--- config.mk ---
export PLATFORM = sky130hd
export DESIGN_NAME = mem_stage
export DESIGN_NICKNAME = d
export VERILOG_FILES = /design/src/rtl/mem_stage.sv
export SDC_FILE = /design/constraint.sdc
export NUM_CORES = 1
export LEC_CHECK = 0
export ABC_AREA = 1
export CORE_MARGIN = 8
export CORE_UTILIZATION = 40
export DETAILED_ROUTE_END_ITERATION = 10
export GPL_TIMING_DRIVEN = 0
export PLACE_DENSITY = 0.8
export SLEW_MARGIN = 20
export SYNTH_ARGS = -nofsm -noshare
export SYNTH_HDL_FRONTEND = slang
export SYNTH_SLANG_ARGS = --single-unit
--- constraint.sdc ---
create_clock -name CLK -period 2 [get_ports CLK]
set_input_delay 0.3 -clock CLK [delete_from_list [all_inputs] [get_ports CLK]]
set_output_delay 0.3 -clock CLK [all_outputs]
set_load 0.02 [all_outputs]
--- src/rtl/mem_stage.sv ---
// Memory stage: issues data-cache requests for the instruction in MEM, stalls until
// dhit, then loads the MEM/WB register and presents a forwarding value.
module mem_stage #(
  parameter int MAX_WAIT = 255
) (
  input  logic        CLK,
  input  logic        nRST,
  input  logic        en,
  input  logic        flush,
  input  logic        in_dmemREN,
  input  logic        in_dmemWEN,
  input  logic        in_halt,
  input  logic [31:0] in_alu_result,
  input  logic [4:0]  in_wsel,
  input  logic [1:0]  in_wdat_source,
  input  logic [31:0] in_instr_npc,
  input  logic [31:0] in_dmemstore,
  input  logic        dhit,
  input  logic [31:0] dmemload,
  output logic        dmemREN,
  output logic        dmemWEN,
  output logic [31:0] dmemaddr,
  output logic [31:0] dmemstore,
  output logic        mem_stall,
  output logic        fwd_valid,
  output logic [31:0] fwd_data,
  output logic        out_halt,
  output logic [4:0]  out_wsel,
  output logic [1:0]  out_wdat_source,
  output logic [31:0] out_alu_result,
  output logic [31:0] out_dmemload,
  output logic [31:0] out_instr_npc,
  output logic        mem_err
);
  localparam logic [1:0] IDLE   = 2'd0;
  localparam logic [1:0] ACCESS = 2'd1;
  localparam logic [1:0] DONE   = 2'd2;
  localparam logic [7:0] MAX_W  = 8'(MAX_WAIT);

  logic [1:0]  state_q, state_d;
  logic [7:0]  wait_q, wait_d;
  logic [31:0] hold_q, hold_d;
  logic        halted_q, halted_d;
  logic        err_q, err_d;
  logic        out_halt_q, out_halt_d;
  logic [4:0]  out_wsel_q, out_wsel_d;
  logic [1:0]  out_src_q, out_src_d;
  logic [31:0] out_alu_q, out_alu_d;
  logic [31:0] out_load_q, out_load_d;
  logic [31:0] out_npc_q, out_npc_d;

  logic        req, pending, adv;
  logic [31:0] load_data;

  // Handshake: a request stays asserted from IDLE through ACCESS until dhit; the
  // stage advances only on en & !mem_stall, and DONE blocks re-issue while en is low.
  assign req       = (in_dmemREN | in_dmemWEN) & ~halted_q & nRST;
  assign pending   = req & (state_q != DONE);
  assign mem_stall = pending & ~dhit;
  assign adv       = en & ~mem_stall;
  assign load_data = dhit ? dmemload : hold_q;

  assign dmemREN   = pending & in_dmemREN;
  assign dmemWEN   = pending & in_dmemWEN;
  assign dmemaddr  = in_alu_result;
  assign dmemstore = in_dmemstore;

  always_comb begin
    fwd_valid = 1'b1;
    fwd_data  = in_alu_result;
    if (in_wdat_source == 2'd2) begin
      fwd_data = in_instr_npc;
    end else if (in_wdat_source == 2'd1) begin
      fwd_data  = load_data;
      fwd_valid = ~(state_q != DONE && ~dhit);
    end
  end

  always_comb begin
    state_d    = state_q;
    wait_d     = wait_q;
    hold_d     = hold_q;
    halted_d   = halted_q;
    err_d      = err_q;
    out_halt_d = out_halt_q;
    out_wsel_d = out_wsel_q;
    out_src_d  = out_src_q;
    out_alu_d  = out_alu_q;
    out_load_d = out_load_q;
    out_npc_d  = out_npc_q;

    case (state_q)
      IDLE, ACCESS: begin
        if (req && dhit)  state_d = adv ? IDLE : DONE;
        else if (req)     state_d = ACCESS;
        else              state_d = IDLE;
      end
      DONE:    if (adv) state_d = IDLE;
      default: state_d = IDLE;
    endcase

    if (dhit) begin
      wait_d = 8'd0;
      hold_d = dmemload;
    end else if (state_q == ACCESS && wait_q != MAX_W) begin
      wait_d = wait_q + 8'd1;
    end
    if (wait_d == MAX_W) err_d = 1'b1;

    if (adv) begin
      if (flush) begin
        out_wsel_d = 5'd0;
        out_src_d  = 2'd0;
        out_alu_d  = 32'd0;
        out_load_d = 32'd0;
        out_npc_d  = 32'd0;
      end else begin
        out_halt_d = out_halt_q | in_halt;
        halted_d   = halted_q | in_halt;
        out_wsel_d = in_wsel;
        out_src_d  = in_wdat_source;
        out_alu_d  = in_alu_result;
        out_load_d = load_data;
        out_npc_d  = in_instr_npc;
      end
    end
  end

  always_ff @(posedge CLK or negedge nRST) begin
    if (!nRST) begin
      state_q    <= IDLE;
      wait_q     <= 8'd0;
      hold_q     <= 32'd0;
      halted_q   <= 1'b0;
      err_q      <= 1'b0;
      out_halt_q <= 1'b0;
      out_wsel_q <= 5'd0;
      out_src_q  <= 2'd0;
      out_alu_q  <= 32'd0;
      out_load_q <= 32'd0;
      out_npc_q  <= 32'd0;
    end else begin
      state_q    <= state_d;
      wait_q     <= wait_d;
      hold_q     <= hold_d;
      halted_q   <= halted_d;
      err_q      <= err_d;
      out_halt_q <= out_halt_d;
      out_wsel_q <= out_wsel_d;
      out_src_q  <= out_src_d;
      out_alu_q  <= out_alu_d;
      out_load_q <= out_load_d;
      out_npc_q  <= out_npc_d;
    end
  end

  assign out_halt        = out_halt_q;
  assign out_wsel        = out_wsel_q;
  assign out_wdat_source = out_src_q;
  assign out_alu_result  = out_alu_q;
  assign out_dmemload    = out_load_q;
  assign out_instr_npc   = out_npc_q;
  assign mem_err         = err_q;
endmodule

== After elaboration in Yosys (flattened, before gate mapping) ==
Index checks and enable logic that the tools add are counted.
Widths: inputs -> output; s select.

* Input bits: 143
* Memory bits (writable): 0
* Bits in read-only memories: 0
* Register bits: 148
* Logic and storage cells: 58
* Latch bits: 0
* Output and inout bits: 205
* Memories: 0

* Mux-type cells: 17
* Order comparisons: 0
* Equality and inequality tests: 8
* Bitwise gates (word level): 15
* Reduce and logical (&&, ||, !) cells: 6
* $add $sub $neg: 1
* Div/mod/pow operators: 0
* Shift operators: 0
* Multiply operators: 0

{| class="wikitable"
|+ Operator list
! operator !! count
|-
| $mux 32 || 6
|-
| $mux 8 || 2
|-
| $add 8x1->8 const B || 1
|-
| $eq 8x8->1 const B || 1
|-
| $mux 2 || 4
|-
| $ne 8x8->1 const B || 1
|-
| $and 1x1->1 || 7
|-
| $mux 5 || 1
|-
| $not 1->1 || 5
|-
| $eq 2x1->1 const B || 2
|-
| $eq 2x2->1 const B || 2
|-
| $ne 2x2->1 const B || 2
|-
| $pmux 2 s2 || 1
|-
| $logic_and 1x1->1 || 3
|-
| $mux 1 || 3
|-
| $or 1x1->1 || 3
|-
| $logic_not 2->1 || 1
|-
| $reduce_and 2->1 || 1
|-
| $reduce_or 2->1 || 1
|}

== Longest topological paths before layout ==
Gate-level depths: netlist of run 1.

* Depth after elaboration: 10
* Mapped depth: 11
* Gate-level depth less buffers: 11

== Least setup slack after synthesis of run 1 ==
OpenSTA, ideal clock, no wires.

* Path type: input -> output
* From: input port dhit
* To: output port fwd_data[30]
* Path slack: 0.295 ns
* Data required time: 1.700 ns
* Cell stages on the path: 7
* Arrival time: 1.405 ns
* Cell sequence: buf_4 -> inv_6 -> clkbuf_8 -> nand2_1 -> nand2_1 -> inv_1 -> a221oi_1

* Cells in the longest elaborated chain, start to end: 3

{| class="wikitable"
|+ Ends and longest elaborated chain
! item !! RTL line !! source
|-
| start, declared || 18 || <nowiki>input logic dhit,</nowiki>
|-
| $mux 32 || n/a ||
|-
| $mux 32 || 73 || <nowiki>end else if (in_wdat_source == 2'd1) begin</nowiki>
|-
| $mux 32 || 71 || <nowiki>if (in_wdat_source == 2'd2) begin</nowiki>
|-
| end, declared || 26 || <nowiki>output logic [31:0] fwd_data,</nowiki>
|}

Every way passes these cells.

== Worst setup path in the final report of run 1 ==
* From: input port dhit
* To: output port fwd_data[26]

Same word-level chain as after synthesis.

==> results.md, run 1 <==
STA:
- The worst hold margin is 64.3 ps.
- The final number of max-transition violations is 0.
- The highest clock rate is 514 MHz.
- The transition time at the pin with the least slew margin is 656 ps.
- The final-report hold violation count is 0.
- Clock skew on the completed layout was measured at 14.5 ps.
- Setup repair after global routing could not meet its margin everywhere.
- The final critical-path required period is between 1500 and 2000 ps.
- Setup violations remaining at the end of the flow were counted as 0.
- The final worst setup slack is 55.6 ps.
- After layout, the worst path uses 97.2% of the clock period.
- The remaining max-slew budget at the tightest pin is 56.2%.

Setup path:
- The kind of end point of the critical path is an output port.
- The worst setup path is launched from an input port.
- By startpoint and endpoint, the worst setup path is classified as input port to output port.
- The top fanout value on the critical path is 10.
- STA puts the critical path data arrival time at 1640 ps.
- STA puts the critical path data required time at ~1700 ps.

Outcome:
- The flow ran to the end, and the final reports show no timing, DRC or antenna violations.

Die:
- The effective utilization at floorplan is 40.2%.
- From left edge to right edge, the die measures 150 µm.
- The floorplan has slightly below 50 rows.
- The die covers 22400 µm².
- The area of the placeable core is 17800 µm².
- The number of top-level pins is 348.
- The floorplan step set the die height to between 100 and 150 µm.

CTS:
- TritonCTS built the clock tree.
- The count of H-tree levels built during CTS is 4.
- For the worst-skew pair, the clock arrives at the later sink with an insertion delay of approximately 420 ps.
- For this design, the sink count on the clock tree is approximately 150.
- The clock passes through at most 2 buffers.
- In this run, CTS created clock tree buffers numbering 17.
- Clock-pin slew was measured on the worst setup and hold paths at 60 ps.
- CTS placed an instance of sky130_fd_sc_hd__clkbuf_16 at the clock tree root.

Pwr:
- The highest ir drop seen on vdd is between 0.5 and 0.6 mV.
- The overall power consumption is 8.68 mW.
- In this run the static leakage power is 5.30 nW.
- The power per cell area is between 700 and 800 nW/µm².

Detailed routing:
- The routed length per placed instance is around 20 µm.
- The total via count after detailed routing is 7227.
- The first detailed-routing pass ran for 5 iterations.
- The routed wire length is between 20000 and 30000 µm.
- For this run, design rule violations remaining after detail routing come to 0.
- In this run, the number of DRC markers left after iteration 0 of detailed routing was about 340.
- The residual antenna-violating net count after detailed routing is 0.
- Using the TritonRoute via totals, the vias-per-cell ratio works out to 5.12.

Cells and area:
- The finished layout holds 1411 standard cells, fillers aside.
- The register area is 3700 µm².
- The number of nets in the layout is 1314.
- Compared with the post-synthesis result, the final layout area differs by 61.5%.
- The fill cell instance count of the final layout is around 1500.
- The post-route netlist has approximately a fifth of its cells at a drive strength greater than 1.
- For this run, the share of the core covered by cells in the final layout is between 60% and 70%.
- The antenna cell count is 0.
- The footprint of the multi-input gates is 2320 µm².

Yosys:
- The most common cell in the netlist is sky130_fd_sc_hd__o21ai_0.
- In this run the cell area of the synthesized design comes to approximately 7000 µm².
- The post-synthesis sequential area ratio is 51.8%.
- Yosys mapped a number of flops with a built-in enable equal to 0.
- Counting distinct cell types in the post-synthesis netlist gives 31.
- Summed over all instances, the cell type with the most area after synthesis is sky130_fd_sc_hd__dfrtp_1.
- When the netlist entered floorplanning its net count stood at roughly 960.
- In the synthesized netlist, the number of instances is about 820.
- The synthesis warning total is 0.
- The most used flip-flop cell after synthesis is sky130_fd_sc_hd__dfrtp_1.
- In the post-synthesis netlist, the biggest area contributors are sky130_fd_sc_hd__dfrtp_1 52%, sky130_fd_sc_hd__o21ai_0 14%, sky130_fd_sc_hd__buf_4 6.9%.
- In the synthesized netlist the async set-or-reset flop fraction comes to 100%.
- The mean post-synth cell area is 8.77 µm².
- The top cell type's share of synthesized area is 51.8%.
- The number of synthesized register bits is 148.
- By count the netlist is led by 195 x sky130_fd_sc_hd__o21ai_0, 148 x sky130_fd_sc_hd__dfrtp_1, 96 x sky130_fd_sc_hd__inv_1.

Hold path:
- The worst hold path belongs to the class input port to async pin.

Place:
- Before CTS, the worst setup slack after placement is -1210 ps.
- The instance count after placement with tap cells included is 1360.
- The number of buffer cells added on primary ports is 315.
- Once detailed placement completed, the half-perimeter wirelength came to 20900 µm.
- The congestion estimate from routability-driven global placement came to 0.842.

GRT:
- Summed over all layers, the global routing overflow is 0.
- Entering global routing, the biggest net connects 42 pins.
- The via count of the first global-routing pass is 7591.
- The number of antenna violations at the first check in global routing is 0.
- The aggregate global-route resource usage is 25.2%.
- The global-route wire length before repair is 43000 µm.

Job:
- Max-cap violations in this run came to 0.
## worst max-delay path: stages
cell,delay (ps)
sky130_fd_sc_hd__buf_4,130
sky130_fd_sc_hd__buf_8,130
sky130_fd_sc_hd__inv_6,40
sky130_fd_sc_hd__clkbuf_4,180
sky130_fd_sc_hd__or2_1,220
sky130_fd_sc_hd__o21ai_1,120
sky130_fd_sc_hd__inv_2,50
sky130_fd_sc_hd__nand2_1,60
sky130_fd_sc_hd__o221ai_1,120
sky130_fd_sc_hd__clkdlybuf4s15_2,280
## area by class of cell
cell class | instances | area share [%]
buffer | 113 | 7.18
clock buffer | 22 | 4.02
clock inverter | 9 | 1.12
inverter | 122 | 4.03
multi-input combinational | 431 | 20.1
sequential | 148 | 32.1
tap | 229 | 2.48
timing repair buffer | 337 | 29.0
## registers in the layout, summed over array words and instances (netlist names)
signal / cells
hold_q: 32
out_alu_result: 32
out_dmemload: 32
out_instr_npc: 32
wait_q: 8
out_wsel: 5
out_wdat_source: 2
state_q: 2
halted_q: 1
mem_err: 1
out_halt: 1
## kinds of logic (layout without fill, tap and decap cells)
group / after synthesis / in the layout / synth area share [%]
AO/OA/AOI/OAI: 270 / 270 / 20.8
buffers and inverters: 236 / 603 / 16.6
AND/OR/NAND/NOR: 159 / 159 / 10.5
flip-flops: 148 / 148 / 51.8
adder cells (fa/ha/maj): 1 / 1 / 0.175
XOR/XNOR: 1 / 1 / 0.123
## layout by cell type (no fill, tap or decap), types with 8 or more instances in the layout
cell                              Yosys  final
sky130_fd_sc_hd__o21ai_1             34     29
sky130_fd_sc_hd__clkdlybuf4s15_2      0      8
sky130_fd_sc_hd__inv_2               25     27
sky130_fd_sc_hd__clkbuf_1            27     12
sky130_fd_sc_hd__clkbuf_2             2     12
sky130_fd_sc_hd__nor2_1              24     21
sky130_fd_sc_hd__dfrtp_1            148    148
sky130_fd_sc_hd__or2_1               24     24
sky130_fd_sc_hd__clkbuf_8             1      8
sky130_fd_sc_hd__clkbuf_16            0     18
sky130_fd_sc_hd__buf_4               66     76
sky130_fd_sc_hd__inv_1               96     93
sky130_fd_sc_hd__clkdlybuf4s50_1      0    274
sky130_fd_sc_hd__buf_2               12     35
sky130_fd_sc_hd__o221ai_1            31     30
sky130_fd_sc_hd__o21ai_0            195    195
sky130_fd_sc_hd__o21ai_2              3      8
sky130_fd_sc_hd__nand3_1             18     18
sky130_fd_sc_hd__nand2_1             75     74
## per-stage QoR
step	area (µm²)	TNS [ps]
final	11500	0
after global routing	11500	-66.3
after CTS	11500	-140
after detailed placement	10600	-112790
after global placement	10600	-1460010
after floorplan	7150	0
## worst paths after layout
kind | from | to | slack [ps] | cells after the start
worst max-delay path | dhit | fwd_data[26] | 60 | 10
worst min-delay path | nRST | out_dmemload[15] | 60 | 3
worst max register to register | wait_q[0] | mem_err | 220 | 11
worst min register to register | mem_err | mem_err | 470 | 2
max in group asynchronous | nRST | wait_q[0] | 1080 | 3
min in group CLK | in_wdat_source[1] | out_wdat_source[1] | 250 | 3
## per-layer routing
| metal | routed length, µm | track usage (%) |
|---|---|---|
| met5 | 0 | 0 |
| met4 | 750 | 9.60 |
| met3 | 2190 | 7.14 |
| met2 | 14600 | 43.5 |
| met1 | 11200 | 29.1 |
## power by group
part,internal [mW],switching [mW]
sequential,3.23,0.104
combinational,0.990,1.11
clock,2.02,1.24
## repair_timing
action | in CTS | in global routing
endpoints found under the hold margin | 87 | 0
endpoints found under the setup margin | 141 | 117
gates cloned | 4 | 0
hold buffers | 6 | 0
setup buffers | 5 | 6
pin swaps | 2 | 4
gates resized for setup | 202 | 43
(Power assumes the default switching activity.)
==> run 2: changes to the inputs <==
--- a/config.mk
+++ b/config.mk
@@ -6,11 +6,10 @@
 export NUM_CORES = 1
 export LEC_CHECK = 0
 export ABC_AREA = 1
-export CORE_MARGIN = 8
-export CORE_UTILIZATION = 40
+export CORE_UTILIZATION = 41
 export DETAILED_ROUTE_END_ITERATION = 10
 export GPL_TIMING_DRIVEN = 0
-export PLACE_DENSITY = 0.8
+export PLACE_DENSITY = 0.82
 export SLEW_MARGIN = 20
 export SYNTH_ARGS = -nofsm -noshare
 export SYNTH_HDL_FRONTEND = slang
==> run 2 against run 1 <==
  * Via count grew 0.14%
  * Worst setup slack gained 12 ps
  * Critical endpoint is now fwd_data[15]
  * Highest routed layer unchanged
  * Register-to-register slack lost 80 ps
  * Final cell count shrank 0.28%
  * Clock power grew 8.6%
  * Routed wire length shrank 6.8%
  * First-iteration DRC count grew 30%
  * Critical path type unchanged
  * Clock-buffer cell count grew 1
  * Die area shrank 20%
==> results.md, run 2 (synthesized netlist as in run 1, its figures left out) <==
Setup path:
- Along the worst path, the maximum fanout reaches 10.
- The critical path required time is 1700 ps.
- Together, buffers and inverters on the worst path number 5.
- STA classifies the critical path endpoint as an output port.
- The cell repeated most along the worst path is sky130_fd_sc_hd__nor2_4.
- The launching point of the worst reg2reg path is state_q[1].
- The slack of the worst reg-to-reg path is roughly 140 ps.
- For this design, the slowest cell found on the critical path is sky130_fd_sc_hd__clkdlybuf4s15_2.
- The critical register-to-register path endpoint is out_alu_result[21].
- The critical path goes through clkdlybuf4s15_1 -> inv_2 -> nor2_4 -> nor2_4 -> inv_4 -> clkbuf_8 -> o221ai_1 -> clkdlybuf4s15_2.
- Among cell families on the critical path, the largest total delay comes from buffers and inverters.
- Measured in cells, the most critical reg-to-reg path has a length of 10.
- On the worst path, the slowest cell contributes a delay of around 270 ps.
- The type of element launching the critical path is an input port.
- The type of the worst setup path is input port to output port.
- The arrival time reported for the critical path endpoint is 1630 ps.

Place:
- Timing analysis after detailed placement gives a worst setup slack of -1290 ps.
- Routability-driven placement finished with a final weighted congestion of roughly 0.87.
- The wire-length estimate of the detail-placed layout is 18600 µm.
- Input and output buffers added on the ports amount to 315.

GRT:
- After global routing the overflow that remains totals 0.
- The via count of the first global-routing pass came to 7282.
- The largest net degree at the start of global routing is between 40 and 50.
- The first global-routing pass estimated 40400 µm of wire.
- Global routing used between 30% and 40% of the available tracks across all layers.
- The number of antenna violations at the first check in global routing is 0.

Cells and area:
- The fill cell instance count of the final layout is 1336.
- The footprint of the multi-input gates is 2320 µm².
- The fraction of layout instances using a drive strength above 1 is 20.2%.
- The commonest non-fill, non-tap cell in the layout is sky130_fd_sc_hd__clkdlybuf4s50_1.
- For this run, the post-layout net count is 1318.
- The area growth from synthesis to layout is 63.0%.
- The register area is around 3700 µm².
- 0 antenna diodes ended up in the layout.
- At the end of the flow the core is filled with cells to 69.3%.
- In the layout the commonest cells are 273 x sky130_fd_sc_hd__clkdlybuf4s50_1, 193 x sky130_fd_sc_hd__o21ai_0, 148 x sky130_fd_sc_hd__dfrtp_1.

CTS:
- The number of clock buffers added by TritonCTS is 17.
- The clock reaches the later pin of the worst-skew pair after 430 ps.
- The clock tree synthesis step divided the H-tree into 4 levels.
- The clock tree from TritonCTS is built.
- The tree built by TritonCTS fans out to 148 sinks.
- The CTS root buffer is sky130_fd_sc_hd__clkbuf_16.
- The longest clock path from root to sink contains 2 buffers.
- After clock tree synthesis, the clock-pin slew on the worst setup and hold paths is 60 ps.

Detailed routing:
- The residual antenna-violating net count after detailed routing is 0.
- The total via count after detailed routing is 7237.
- The mean number of vias per cell is 5.14.
- The number of iterations in the first detailed-routing pass is 5.
- The final layout contains routed wiring with a total length of 26700 µm.
- In the routed design, unresolved DRC markers number 0.
- The number of DRC violations after detailed-routing iteration 0 is 441.
- The routed length per placed instance is 19.0 µm.

Outcome:
- The run finished with clean final reports.

Pwr:
- The highest ir drop seen on vdd is 0.603 mV.
- Summed over all nets, the switching power comes to 2.47 mW.
- Internal power comes to about 6.5 mW.
- The reported leakage power is 5.38 nW.
- The share of total power dissipated in the clock network is 39.5%.
- Per report_power, the combinational group accounts for 23.2% of the total.
- The power per cell area is approximately 770 nW/µm².
- Registers are responsible for 37.2% of the overall power.
- Net switching is 27.6% of the power.

Die:
- The total area inside the core boundary comes to 16800 µm².
- The die is ~130 µm wide.
- The number of top-level pins is 348.
- After floorplanning, the core was divided into 47 placement rows.
- The area of the die is 18000 µm².
- The overall die height is 134 µm.
- The initial utilization of the core area, before any placement, comes to between 40% and 50%.

Job:
- Max-cap violations in this run came to 0.

STA:
- The final worst setup slack is about 67 ps.
- The final cycle utilization of the critical path is around 97%.
- The transition time at the pin with the least slew margin is between 700 and 800 ps.
- Setup repair after global routing left no endpoint under its margin.
- The remaining max-slew budget at the tightest pin is 47.1%.
- The worst hold margin is 356 ps.
- After layout, the minimum clock period comes to 1930 ps.
- The final number of max-transition violations was 0.
- Setup violations remaining at the end of the flow were counted as 0.
- The final-layout setup total negative slack is 0 ps.
- The worst setup skew after layout is 7.14 ps.
- The highest clock rate is 517 MHz.
- The final-report hold violation count is 0.

Hold path:
- The path class of the lowest-slack min-delay path is input port to flip-flop.
- The worst hold path was traced through 3 stages.
- The origin of the worst min-delay path is in_wdat_source[0].
- For hold timing, the worst endpoint is out_wdat_source[0].
==> run 2: per-layer routing <==
| layer | share of wire [%] | wire length (µm) | up-vias | global-route usage [%] |
|---|---|---|---|---|
| met3 | 8.2 | 2200 | 53 | 7.45 |
| li1 | - | - | 3338 | - |
| met1 | 39 | 10300 | 3492 | 36.6 |
| met5 | 0 | 0 | - | 0 |
| met2 | 50 | 13500 | 354 | 51.3 |
| met4 | 2.7 | 723 | 0 | 12.0 |
==> run 2: final cells by class <==
class / instances / area share, %
inverters: 122 / 3.99
well taps: 220 / 2.36
plain buffers: 113 / 7.27
repair buffers: 341 / 29.2
flip-flops and latches: 148 / 31.8
multi-input cells: 431 / 19.9
clock inverters: 9 / 1.50
clock buffers: 23 / 4.02
==> run 2: power by group through the flow <==
stage / clock (mW) / combinational [mW] / sequential (mW)
4_1_cts: 3.56 / 2.08 / 3.33
3_3_place_gp: 0 / 1.99 / 3.37
3_5_place_dp: 0 / 2.02 / 3.38
2_1_floorplan: 0 / 0.689 / 3.59
5_1_grt: 3.69 / 2.21 / 3.36
6_report: 3.54 / 2.08 / 3.34
==> run 2: through the flow <==
step | instances | power [mW] | area, µm²
after global placement | 1350 | 5.37 | 10600
after CTS | 1395 | 8.97 | 11500
final | 1407 | 8.96 | 11700
after floorplan | 815 | 4.28 | 7150
after global routing | 1407 | 9.26 | 11700
after detailed placement | 1351 | 5.40 | 10600
==> run 2: worst min-delay path: cells and delay by family <==
kind / cells / cell delay (ps)
AO/OA/AOI/OAI: 1 / 80
buffers and inverters: 2 / 350
==> run 2: how the worst max path moves through the flow <==
stage                            from                 end  slack [ps]  cells past startpoint
floorplan                        dhit        fwd_data[30]         300                      7
global placement                 nRST           mem_stall       -6040                     10
detailed placement  in_wdat_source[0]        fwd_data[11]       -1290                      8
CTS                              dhit        fwd_data[20]           7                     10
global route               state_q[1]  out_alu_result[23]           2                     10
finish              in_wdat_source[0]        fwd_data[15]          70                      8
==> run 2: timing repair <==
action / 4_1_cts / 5_1_grt
endpoints found under the hold margin: 99 / 0
setup buffers: 4 / 11
gates resized for setup: 228 / 23
pin swaps: 2 / 5
cloned: 4 / 1
setup endpoints to repair: 141 / 97
hold buffers: 5 / 0
